$ cat src/rtl/fp_ex_issue_ctrl.sv
// Sequencing controller for the clocked FP ALU in the EX stage.
// Accepts one op at a time from ID/EX, selects its latency from the FALU opcode,
// drives the ALU opcode/start, counts EXEC cycles and captures the ALU result
// into an EX/MEM-side output register with a valid/ready handshake.
//
// Ports:
//   clk, rst_n                      clock, async active-low reset
//   flush                           synchronous kill of in-flight/held op
//   in_valid/in_ready               ID/EX handshake
//   in_falu_opcode, in_rd_addr,
//   in_move_en, in_cvt_en,
//   in_wb_fp_en, in_wb_int_en       op fields presented with in_valid
//   alu_opcode, alu_start           FP ALU controls
//   alu_result                      FP ALU output, sampled at end of last EXEC cycle
//   out_valid/out_ready             EX/MEM handshake
//   out_result, out_rd,
//   out_wb_fp_en, out_wb_int_en     captured result and carried control
//   stall_id                        hold ID/EX (in_valid & ~in_ready)
//   busy                            controller not idle
module fp_ex_issue_ctrl #(
  parameter logic [4:0]  OPC_MUL  = 5'd2,
  parameter logic [4:0]  OPC_DIV  = 5'd3,
  parameter logic [4:0]  OPC_SQRT = 5'd4,
  parameter int unsigned LAT_DEF  = 1,
  parameter int unsigned LAT_MUL  = 3,
  parameter int unsigned LAT_DIV  = 12,
  parameter int unsigned LAT_SQRT = 16
) (
  input  logic        clk,
  input  logic        rst_n,
  input  logic        flush,
  input  logic        in_valid,
  output logic        in_ready,
  input  logic [4:0]  in_falu_opcode,
  input  logic [4:0]  in_rd_addr,
  input  logic        in_move_en,
  input  logic        in_cvt_en,
  input  logic        in_wb_fp_en,
  input  logic        in_wb_int_en,
  output logic [4:0]  alu_opcode,
  output logic        alu_start,
  input  logic [31:0] alu_result,
  output logic        out_valid,
  input  logic        out_ready,
  output logic [31:0] out_result,
  output logic [4:0]  out_rd,
  output logic        out_wb_fp_en,
  output logic        out_wb_int_en,
  output logic        stall_id,
  output logic        busy
);

  localparam int unsigned CNT_W = 6;

  typedef enum logic [1:0] {
    IDLE = 2'd0,
    EXEC = 2'd1,
    DONE = 2'd2
  } state_t;

  state_t             state_q, state_d;
  logic [CNT_W-1:0]   cnt_q, cnt_d;
  logic [4:0]         rd_q;
  logic               wb_fp_q, wb_int_q;
  logic               accept;
  logic               capture;

  // Latency minus one for the offered op; a zero latency behaves as one.
  function automatic logic [CNT_W-1:0] lat_m1(input logic [4:0] op,
                                               input logic       mv,
                                               input logic       cvt);
    int unsigned l;
    if (mv || cvt)          l = LAT_DEF;
    else if (op == OPC_SQRT) l = LAT_SQRT;
    else if (op == OPC_DIV)  l = LAT_DIV;
    else if (op == OPC_MUL)  l = LAT_MUL;
    else                     l = LAT_DEF;
    if (l == 0) l = 1;
    return CNT_W'(l - 1);
  endfunction

  // Next-state, handshake and counter logic.
  always_comb begin
    state_d  = state_q;
    cnt_d    = cnt_q;
    in_ready = 1'b0;
    capture  = 1'b0;

    case (state_q)
      IDLE:    in_ready = 1'b1;
      EXEC:    in_ready = 1'b0;
      DONE:    in_ready = out_ready;
      default: in_ready = 1'b0;
    endcase
    if (flush) in_ready = 1'b0;

    accept = in_valid && in_ready;

    if (flush) begin
      state_d = IDLE;
      cnt_d   = '0;
    end else begin
      case (state_q)
        IDLE: begin
          if (accept) begin
            state_d = EXEC;
            cnt_d   = lat_m1(in_falu_opcode, in_move_en, in_cvt_en);
          end
        end
        EXEC: begin
          if (cnt_q != '0) begin
            cnt_d = cnt_q - CNT_W'(1);
          end else begin
            state_d = DONE;
            capture = 1'b1;
          end
        end
        DONE: begin
          // Handshake with a simultaneous accept goes straight back to EXEC.
          if (out_ready) begin
            if (accept) begin
              state_d = EXEC;
              cnt_d   = lat_m1(in_falu_opcode, in_move_en, in_cvt_en);
            end else begin
              state_d = IDLE;
            end
          end
        end
        default: begin
          state_d = IDLE;
          cnt_d   = '0;
        end
      endcase
    end
  end

  assign stall_id = in_valid & ~in_ready;
  assign busy     = (state_q != IDLE);

  // State, counter and datapath registers.
  always_ff @(posedge clk or negedge rst_n) begin
    if (!rst_n) begin
      state_q       <= IDLE;
      cnt_q         <= '0;
      rd_q          <= '0;
      wb_fp_q       <= 1'b0;
      wb_int_q      <= 1'b0;
      alu_opcode    <= '0;
      alu_start     <= 1'b0;
      out_valid     <= 1'b0;
      out_result    <= '0;
      out_rd        <= '0;
      out_wb_fp_en  <= 1'b0;
      out_wb_int_en <= 1'b0;
    end else begin
      state_q   <= state_d;
      cnt_q     <= cnt_d;
      alu_start <= accept;
      out_valid <= (state_d == DONE);
      if (accept) begin
        alu_opcode <= in_falu_opcode;
        rd_q       <= in_rd_addr;
        wb_fp_q    <= in_wb_fp_en;
        wb_int_q   <= in_wb_int_en;
      end
      if (capture) begin
        out_result    <= alu_result;
        out_rd        <= rd_q;
        out_wb_fp_en  <= wb_fp_q;
        out_wb_int_en <= wb_int_q;
      end
    end
  end

endmodule

$ cat config.mk
export PLATFORM = sky130hd
export DESIGN_NAME = fp_ex_issue_ctrl
export DESIGN_NICKNAME = d
export VERILOG_FILES = /design/src/rtl/fp_ex_issue_ctrl.sv
export SDC_FILE = /design/constraint.sdc
export NUM_CORES = 1
export LEC_CHECK = 0
export BUFFER_PORTS_ARGS = -buffer_cell sky130_fd_sc_hd__buf_2
export CORE_ASPECT_RATIO = 0.5
export CORE_UTILIZATION = 45
export CTS_CLUSTER_DIAMETER = 40
export CTS_CLUSTER_SIZE = 40
export DETAILED_ROUTE_END_ITERATION = 8
export PLACE_DENSITY = 0.76
export SKIP_CTS_REPAIR_TIMING = 1
export SYNTH_ARGS = -nofsm -noshare
export SYNTH_HDL_FRONTEND = slang
export SYNTH_SLANG_ARGS = --single-unit
$ cat constraint.sdc
create_clock -name clk -period 2.25 [get_ports clk]
set_input_delay 0.225 -clock clk [delete_from_list [all_inputs] [get_ports clk]]
set_output_delay 0.225 -clock clk [all_outputs]
set_load 0.05 [all_outputs]
==> impl_metrics.json, run 1 <==
{
  "die_area_mm2": 0.006101,
  "synth-edff-count": 0,
  "fp.dieH_um": 55.74,
  "power_frac_clock": 0.234,
  "initial_core_util": 0.4712,
  "cellInternalPower_mw": 3.042,
  "post-dp-hpwl_um": 3909,
  "critPathMaxStageDelay_ns": 0.53,
  "rsz0062_at_grt": "no",
  "period_share": 0.9169,
  "dpl_worst_slack_ns": -0.01306,
  "synth_top_family_by_area": "multiplexers",
  "cp_slowest_cell": "dfrtp_1",
  "arrival_ns": 2.25,
  "combPwrFrac": 0.452,
  "yosys.area_share.simple": 0.1026,
  "clk_pin_slew_ns": 0.05,
  "async_flop_share": 1.000,
  "run_status": "finished with violations",
  "synth_nets": 246,
  "p_leak_nw": 1.807,
  "clock.fmax_mhz": 484.7,
  "drive_gt1_frac": 0.5700,
  "die_w_um": 109.5,
  "synth_cell_types": 43,
  "clock_skew_ns": 0.006916,
  "cts.sinks": 61,
  "fin_crit_ns": 2.063,
  "remaining_drc_errors": 0,
  "failed_checks": "negative hold slack",
  "power_density_mw_per_mm2": 1562,
  "critPathKind": "register to register",
  "cts_buffers": 9,
  "synth_top_flop_cell": "dfrtp_1",
  "worst_slew_pin_slew_ns": 0.7562,
  "totalWireLength_um": 5516,
  "seq_area_frac_synth": 0.5874,
  "crit_fanout": 13,
  "grt_max_degree": 40,
  "groute.usage.overall": 0.1976,
  "vias": 1907,
  "swShare": 0.4410,
  "layout.nets": 356,
  "min_path_type": "primary input to async pin",
  "setup_viol": 0,
  "antenna_left": 0,
  "timing.hold.ws_ns": -0.02678,
  "clk_latency_ns": 0.32,
  "antenna_found_initial": 0,
  "r2r_slack_ns": 0.19,
  "ys.warnings.count": 0,
  "required_ns": 2.44,
  "grt_pass1_vias": 1958,
  "worst_setup_path_start_kind": "register",
  "avgViaCountPerCell": 5.018,
  "peakVddDrop_mv": 1.012,
  "h-tree-depth": 3,
  "path_cells": "nor3_2 > a32oi_1 > ha_1 > a21boi_0 > a21boi_0 > o41ai_2",
  "coreArea_mm2": 0.005515,
  "hold_viol": 33,
  "cts_root_buffer": "clkbuf_16",
  "tritoncts": "built",
  "slew_headroom": 0.4959,
  "drt_first_iter_violations": 63,
  "synthXorXnorAreaFrac": 0.003370,
  "fill_cells": 428,
  "synth_compound_area_frac": 0.06740,
  "grt-ovfl-total": 0,
  "worstSetupEndpointType": "register",
  "clockBufferDepth": 2,
  "gp_congestion": 0.7706,
  "switchingPower_mw": 2.400,
  "synth_mux_area_frac": 0.2046,
  "finalWorstSetupSlack_ns": 0.1869,
  "ys_ff_latch": 61,
  "first_pass_iters": 4,
  "syn_avg_cell_area_um2": 13.40,
  "finalMaxSlewViolations": 0,
  "synthesis.area_mm2": 0.002599,
  "grt_pass1_wl_um": 8942,
  "io_pins": 100,
  "seq_power_share": 0.314,
  "synth-adder-area-share": 0.004815,
  "num_antenna_cells": 0,
  "syn_to_final_growth_pct": 34.09,
  "num_rows": 19,
  "cp_common_cell": "a21boi_0",
  "maxCapViolations": 0,
  "synthCells": 194,
  "port_buffers": 99,
  "wire_per_inst_um": 14.52
}
[stage by stage]
step / TNS, ns / instance area, um2 / instances / power, mW / utilization
detailed placement: -0.01306 / 3199 / 366 / 4.197 / 0.5801
global route: 0 / 3485 / 380 / 5.676 / 0.6318
CTS: 0 / 3485 / 380 / 5.496 / 0.6318
floorplan: 0 / 2599 / 194 / 3.609 / -
finish: 0 / 3485 / 380 / 5.442 / 0.6318
global placement: 0 / 3199 / 366 / 4.142 / 0.5801
[worst max-delay path: cells and delay by family (launching register included)]
family,cells,cell delay [ns]
AOI/OAI and AO/OA,4,0.82
DFF,1,0.53
and+or+nand+nor,1,0.32
adders and majority gates,1,0.26
[state kept, by name, indices dropped and copies added (netlist names)]
register,count
state_q,2
out_rd,5
rd_q,5
alu_start,1
out_valid,1
alu_opcode,5
out_wb_int_en,1
out_result,32
wb_int_q,1
cnt_q,6
out_wb_fp_en,1
wb_fp_q,1
[cell usage after synthesis (3+ instances only)]
cell	n	area, um2
dfrtp_1	61	1526
nand2_1	25	93.84
inv_1	6	22.52
mux2_2	33	371.6
o2bb2ai_1	3	26.28
mux2_4	10	150.1
a21boi_0	3	22.52
a21oi_1	8	40.04
[power by group through the flow]
stage	clock, mW	sequential [mW]	combinational (mW)
floorplan	0	3.06	0.547
global placement	0	1.70	2.44
detailed placement	0	1.73	2.47
CTS	1.31	1.71	2.48
global route	1.36	1.75	2.56
finish	1.28	1.71	2.46
[layer usage]
metal | wire length, um | share of wire | up-vias | track usage
li1 | - | - | 901 | -
met1 | 2181 | 0.40 | 944 | 0.2142
met2 | 2938 | 0.53 | 50 | 0.3459
met3 | 264 | 0.048 | 12 | 0.05621
met4 | 132 | 0.024 | 0 | 0.1143
met5 | 0 | 0 | - | 0
[logic make-up (layout without fill, tap and decap cells)]
kind of cell    Yosys count  count (layout)
fa+ha+maj                 1               1
mux                      44              44
buf+inv                  14             127
simple gates             48              48
flops                    61              61
compound gates           25              25
xor+xnor                  1               1
[layout make-up]
cell class	instances	area, um2	share of cell area
multi-input cells	119	994.7	0.2855
clock inverters	1	5.005	0.001436
well taps	73	91.34	0.02621
flip-flops and latches	61	1526	0.4381
inverters	7	26.28	0.007540
repair buffers	106	560.5	0.1609
clock buffers	13	280.3	0.08043
[cell usage in the layout (no fill, tap or decap), drive strengths merged]
master / n
a32oi: 1
ha: 1
o21a: 2
and3: 2
clkbuf: 13
inv: 7
a21boi: 3
buf: 106
a211oi: 1
mux2i: 1
o21ai: 2
nor2: 2
or4: 1
xor2: 1
nand2b: 1
nand2: 25
or2: 2
nor3: 4
a21oi: 8
mux2: 43
o41ai: 1
o31ai: 1
o22ai: 1
and2: 2
a21o: 1
and2b: 1
nand3: 4
nor2b: 1
o211ai: 1
nor4: 1
dfrtp: 61
clkinv: 1
or3b: 1
nand3b: 1
o2bb2ai: 3
[path summary, 6_finish.rpt]
| kind | from | cells after the start | to |
|---|---|---|---|
| max reg2reg | state_q[0] | 6 | cnt_q[4] |
| min in group clk | in_rd_addr[0] | 3 | rd_q[0] |
| max in group asynchronous | rst_n | 2 | out_result[23] |
| min reg2reg | rd_q[3] | 2 | rd_q[3] |
| max | state_q[0] | 6 | cnt_q[4] |
| min | rst_n | 1 | out_result[13] |
No activity file was read; power rests on OpenSTA's default activity.
==> run 2, diff against run 1 <==
- CORE_ASPECT_RATIO: 0.5 -> 1.75
==> run 2 against run 1 <==
The flow now finishes without violations. Non-clock buffer count is 2 higher. First-iteration DRC count fell by 67%. Clock-buffer cell count decreased by 2. Total power fell by 6.0%. Fmax up 4.5%. Combinational power is essentially flat. Highest routed layer unchanged. Largest power group unchanged. Cell count rose by 1.6%. Clock skew barely moved. Via count is 0.52% lower.
==> impl_metrics.json, run 2 (synthesis results as in run 1) <==
{
  "arrival_ns": 2.21,
  "grt_pass1_wl_um": 8059,
  "switchingPower_mw": 2.365,
  "seq_power_share": 0.332,
  "drt_first_iter_violations": 21,
  "vias": 1897,
  "ff2ff_path_depth": 7,
  "coreArea_mm2": 0.005585,
  "p_leak_nw": 1.767,
  "layout.nets": 358,
  "timing.hold.ws_ns": 0.07489,
  "crit_start": "state_q[0]",
  "crit_fanout": 12,
  "gp_congestion": 0.8235,
  "critPathCapture": "cnt_q[4]",
  "first_pass_iters": 4,
  "power_density_mw_per_mm2": 1502,
  "die_w_um": 59.45,
  "power_frac_clock": 0.189,
  "r2r_slack_ns": 0.28,
  "grt_pass1_vias": 1833,
  "setup_viol": 0,
  "maxCapViolations": 0,
  "finalMaxSlewViolations": 0,
  "avgViaCountPerCell": 4.915,
  "final_cell_area_mm2": 0.003407,
  "setup_tns_ns": 0,
  "peakVddDrop_mv": 0.6665,
  "cellInternalPower_mw": 2.752,
  "worst_setup_path_start_kind": "register",
  "run_status": "complete, no violations",
  "swShare": 0.4622,
  "combPwrFrac": 0.479,
  "num_antenna_cells": 0,
  "rsz0062_at_grt": "no",
  "worstSetupEndpointType": "register",
  "remaining_drc_errors": 0,
  "min_path_type": "primary input to register",
  "hold_viol": 0,
  "largest_register": "out_result",
  "post-dp-hpwl_um": 3831,
  "num_rows": 36,
  "groute.usage.overall": 0.1834,
  "clock.fmax_mhz": 506.4,
  "h-tree-depth": 3,
  "antenna_found_initial": 0,
  "syn_to_final_growth_pct": 31.10,
  "grt-ovfl-total": 0,
  "grt_max_degree": 30,
  "cts.sinks": 61,
  "period_share": 0.8776,
  "worst_slew_pin_slew_ns": 0.6505,
  "tritoncts": "built",
  "clockBufferDepth": 2,
  "totalWireLength_um": 5174,
  "wire_per_inst_um": 13.40,
  "fp.dieH_um": 102.5,
  "die_area_mm2": 0.006095,
  "slew_headroom": 0.5663,
  "layout_commonest_cell": "buf_2",
  "clk_pin_slew_ns": 0.07,
  "r2r_end": "cnt_q[4]",
  "port_buffers": 99,
  "clk_latency_ns": 0.34,
  "cts_root_buffer": "clkbuf_8",
  "io_pins": 100,
  "final_cell_mix": "buf_2, dfrtp_1, mux2_2",
  "largest_registers": "out_result x32, cnt_q x6",
  "fin_crit_ns": 1.975,
  "drive_gt1_frac": 0.5710,
  "required_ns": 2.48,
  "antenna_left": 0,
  "largest_reg_flops": 32,
  "critPathKind": "register to register",
  "total_power_mw": 5.117,
  "placed_area_mm2": 0.003198,
  "cts_buffers": 9,
  "regToRegStartpoint": "state_q[0]",
  "clock_skew_ns": 0.006872,
  "initial_core_util": 0.4653
}
-- run 2: cell types whose count changed in the layout (fill, tap and decap cells not counted) --
cell and change:
buf_12 -1, buf_4 +2, bufinv_16 +1, clkbuf_16 -9
clkbuf_8 +7, clkinv_2 +1, clkinvlp_4 +1, dlygate4sd3_1 +1
-- run 2: metal layers --
metal	up-vias	track usage	routed length (um)
li1	899	-	-
met1	923	0.1833	2012
met2	61	0.3198	2772
met3	14	0.04768	218
met4	0	0.1300	170
met5	-	0	0
-- run 2: cell type report --
| class | count | area [um2] |
|---|---|---|
| tap | 76 | 95.09 |
| clock inverter | 4 | 47.55 |
| sequential | 61 | 1526 |
| multi-input combinational | 119 | 994.7 |
| inverter | 7 | 26.28 |
| fill | 486 | 2178 |
| timing repair buffer | 108 | 565.5 |
| clock buffer | 11 | 151.4 |
-- run 2: metrics by stage --
stage,std cells,util,setup slack (ns)
after global routing,386,0.6100,0.1310
after detailed placement,370,0.5726,0.01227
after global placement,370,0.5726,0.08204
after CTS,385,0.6082,0.2953
after floorplan,194,-,0.2357
final,386,0.6100,0.2754
-- run 2: how the worst min path moves through the flow --
stage | from | endpoint | slack [ns] | cells past startpoint
floorplan | rst_n | alu_opcode[0] | -0.07 | 0
global placement | rst_n | out_result[1] | 0.27 | 1
detailed placement | rst_n | out_result[4] | 0.29 | 1
CTS | rst_n | out_rd[3] | -0.09 | 1
global route | in_rd_addr[0] | rd_q[0] | 0.07 | 3
finish | in_rd_addr[0] | rd_q[0] | 0.07 | 3
-- run 2: power by group through the flow --
stage / clock network [mW] / registers (mW) / logic, mW
2_1_floorplan: 0 / 3.06 / 0.547
3_3_place_gp: 0 / 1.70 / 2.44
3_5_place_dp: 0 / 1.72 / 2.46
4_1_cts: 0.992 / 1.70 / 2.47
5_1_grt: 1.04 / 1.75 / 2.56
6_report: 0.966 / 1.70 / 2.45
-- run 2: worst max-delay path, cell delays in order, from the launching register on --
cell,delay [ns]
dfrtp_1,0.52
a211oi_1,0.37
a21oi_1,0.10
inv_1,0.07
ha_1,0.18
a21boi_0,0.11
o21a_1,0.21
o41ai_2,0.31
==> run 3, diff against run 2 <==
- ABC_AREA: default -> 1
==> run 3 against run 2 <==
Synthesized cell count is 65% higher. Fmax is 4.9% higher. Total power is 15% lower. Clock-buffer cell count is 1 higher. Critical path depth is 1 higher. Setup slack better by 0.092 ns. First-iteration DRC count grew to 7.0 times the previous value. Global-route usage is 2.9 points higher. Sequential share of layout area is 1.1 points lower. Cell count is 31% higher. Critical path type unchanged. Critical endpoint is now cnt_q[0]. Highest routed layer unchanged.
==> impl_metrics.json, run 3 <==
{
  "synthTopCellsByArea": "dfrtp_1, nand2_1, nand3_1",
  "worstSetupEndpointType": "register",
  "die_area_mm2": 0.006283,
  "p_leak_nw": 2.067,
  "maxCapViolations": 0,
  "cts.sinks": 61,
  "peakVddDrop_mv": 0.6559,
  "run_status": "complete, no violations",
  "yosys.cell_count.top_type": "nand2_1",
  "initial_core_util": 0.4724,
  "regToRegStartpoint": "cnt_q[5]",
  "syn_avg_cell_area_um2": 8.353,
  "synthCells": 321,
  "grt_pass1_vias": 2253,
  "synth-edff-count": 0,
  "worst_slew_pin_slew_ns": 0.7315,
  "rsz0062_at_grt": "no",
  "slew_headroom": 0.5124,
  "layout.nets": 476,
  "synth_top_flop_cell": "dfrtp_1",
  "fp.dieH_um": 104.1,
  "largest_register": "out_result",
  "die_w_um": 60.35,
  "grt_pass1_wl_um": 9970,
  "wire_per_inst_um": 12.28,
  "required_ns": 2.47,
  "seq_area_frac_synth": 0.5693,
  "finalMaxSlewViolations": 0,
  "clock_skew_ns": 0.008742,
  "synth_top_area_share": 0.5693,
  "totalWireLength_um": 6216,
  "synth_commonest_cells": "nand2_1, dfrtp_1, nand3_1",
  "grt-ovfl-total": 0,
  "gp_congestion": 0.7999,
  "num_rows": 36,
  "cp_slowest_cell": "nand2_4",
  "cts_root_buffer": "clkbuf_8",
  "async_flop_share": 1.000,
  "path_cells": "or2_1 > nor3_2 > nand3_1 > clkinv_2 > nand2_4 > nand3_2 > nand2_1 > nand2_1",
  "worst_setup_path_start_kind": "register",
  "dp.cells": 488,
  "remaining_drc_errors": 0,
  "avgViaCountPerCell": 4.791,
  "syn_to_final_growth_pct": 30.33,
  "io_pins": 100,
  "antenna_found_initial": 1,
  "setup_viol": 0,
  "r2r_end": "cnt_q[0]",
  "layout_commonest_cell": "nand2_1",
  "ff2ff_path_depth": 8,
  "port_buffers": 99,
  "fill_cells": 537,
  "placed_area_mm2": 0.003242,
  "hold_end": "rd_q[2]",
  "grt_max_degree": 46,
  "h-tree-depth": 3,
  "critPathKind": "register to register",
  "largest_reg_flops": 32,
  "groute.usage.overall": 0.2124,
  "largest_registers": "out_result x32, cnt_q x6",
  "synth_nets": 373,
  "yosysTopAreaCell": "dfrtp_1",
  "clk_pin_slew_ns": 0.07,
  "antenna_left": 0,
  "synth_cell_types": 23,
  "timing.hold.ws_ns": 0.09627,
  "cts_buffers": 9,
  "power_density_mw_per_mm2": 1244,
  "clockBufferDepth": 2,
  "min_path_cells": 3,
  "fin_crit_ns": 1.882,
  "final_cell_mix": "nand2_1, buf_2, dfrtp_1",
  "critPathMaxStageDelay_ns": 0.46,
  "post-route-util": 0.6157,
  "arrival_ns": 2.10,
  "clock.fmax_mhz": 531.3,
  "cp_common_cell": "nand2_1",
  "tritoncts": "built",
  "hold_start": "in_rd_addr[2]",
  "period_share": 0.8366,
  "min_path_type": "primary input to register",
  "drt_first_iter_violations": 146,
  "layout.cells.non_filler": 506,
  "drive_gt1_frac": 0.3054,
  "ys.warnings.count": 0,
  "r2r_slack_ns": 0.37,
  "coreArea_mm2": 0.005675,
  "post-dp-hpwl_um": 4440,
  "ys_ff_latch": 61,
  "total_power_mw": 4.346,
  "synthesis.area_mm2": 0.002681,
  "vias": 2424,
  "hold_viol": 0,
  "first_pass_iters": 5,
  "dpl_worst_slack_ns": 0.3869,
  "final_cell_area_mm2": 0.003495,
  "crit_fanout": 45,
  "setup_tns_ns": 0,
  "finalWorstSetupSlack_ns": 0.3677,
  "clk_latency_ns": 0.33
}
run 3: cell types whose count changed after synthesis, moves of 8 or more:
| cell | before | now |
|---|---|---|
| a21oi_1 | 8 | 0 |
| nor2_1 | 2 | 15 |
| inv_1 | 6 | 20 |
| mux2_4 | 10 | 0 |
| nand2_1 | 25 | 136 |
| buf_2 | 2 | 12 |
| mux2_2 | 33 | 0 |
| o21ai_0 | 2 | 10 |
| nand3_1 | 2 | 47 |
run 3: area by class of cell:
class	instances	area, um2	share of cell area
Clock inverter	4	95.09	0.02721
Sequential cell	61	1526	0.4368
Inverter	23	87.58	0.02506
Clock buffer	12	145.1	0.04153
Timing Repair Buffer	105	543.0	0.1554
Tap cell	76	95.09	0.02721
Multi-Input combinational cell	224	999.7	0.2861
Antenna cell	1	2.502	0.0007161
run 3: where the power goes:
group / leakage [nW] / total [mW] / switching (mW) / internal [mW]
combinational: 1.16 / 1.66 / 1.31 / 0.350
clock: 0.121 / 1.16 / 0.396 / 0.765
sequential: 0.781 / 1.52 / 0.143 / 1.38
total: 2.07 / 4.35 / 1.85 / 2.49
run 3: worst max-delay path: cells and delay by family (launching register included):
kind                   cells  cell delay (ns)
DFF                        1             0.37
and+or+nand+nor            7             1.13
buffers and inverters      1             0.25
run 3: cell families after synthesis:
logic type / count (synthesis) / synth area share
xor+xnor: 1 / 0.003267
fa+ha+maj: 1 / 0.004666
simple gates: 208 / 0.3308
flops: 61 / 0.5693
compound gates: 14 / 0.03407
buf+inv: 36 / 0.05786
run 3: layer usage:
layer  global-route usage  wire, um  part of all wire
met1               0.2417      2587              0.42
met5                    0         0                 0
met3              0.04726       271             0.044
met4               0.1063        99             0.016
met2               0.3564      3258              0.52
run 3: how the worst max path moves through the flow:
| stage | start | to | slack (ns) | cells after the start |
|---|---|---|---|---|
| after floorplan | state_q[0] | stall_id | 0.51 | 5 |
| after global placement | cnt_q[5] | cnt_q[3] | 0.44 | 8 |
| after detailed placement | cnt_q[5] | cnt_q[0] | 0.39 | 8 |
| after CTS | cnt_q[5] | cnt_q[3] | 0.38 | 8 |
| after global routing | cnt_q[5] | cnt_q[1] | 0.15 | 8 |
| final | cnt_q[5] | cnt_q[0] | 0.37 | 8 |
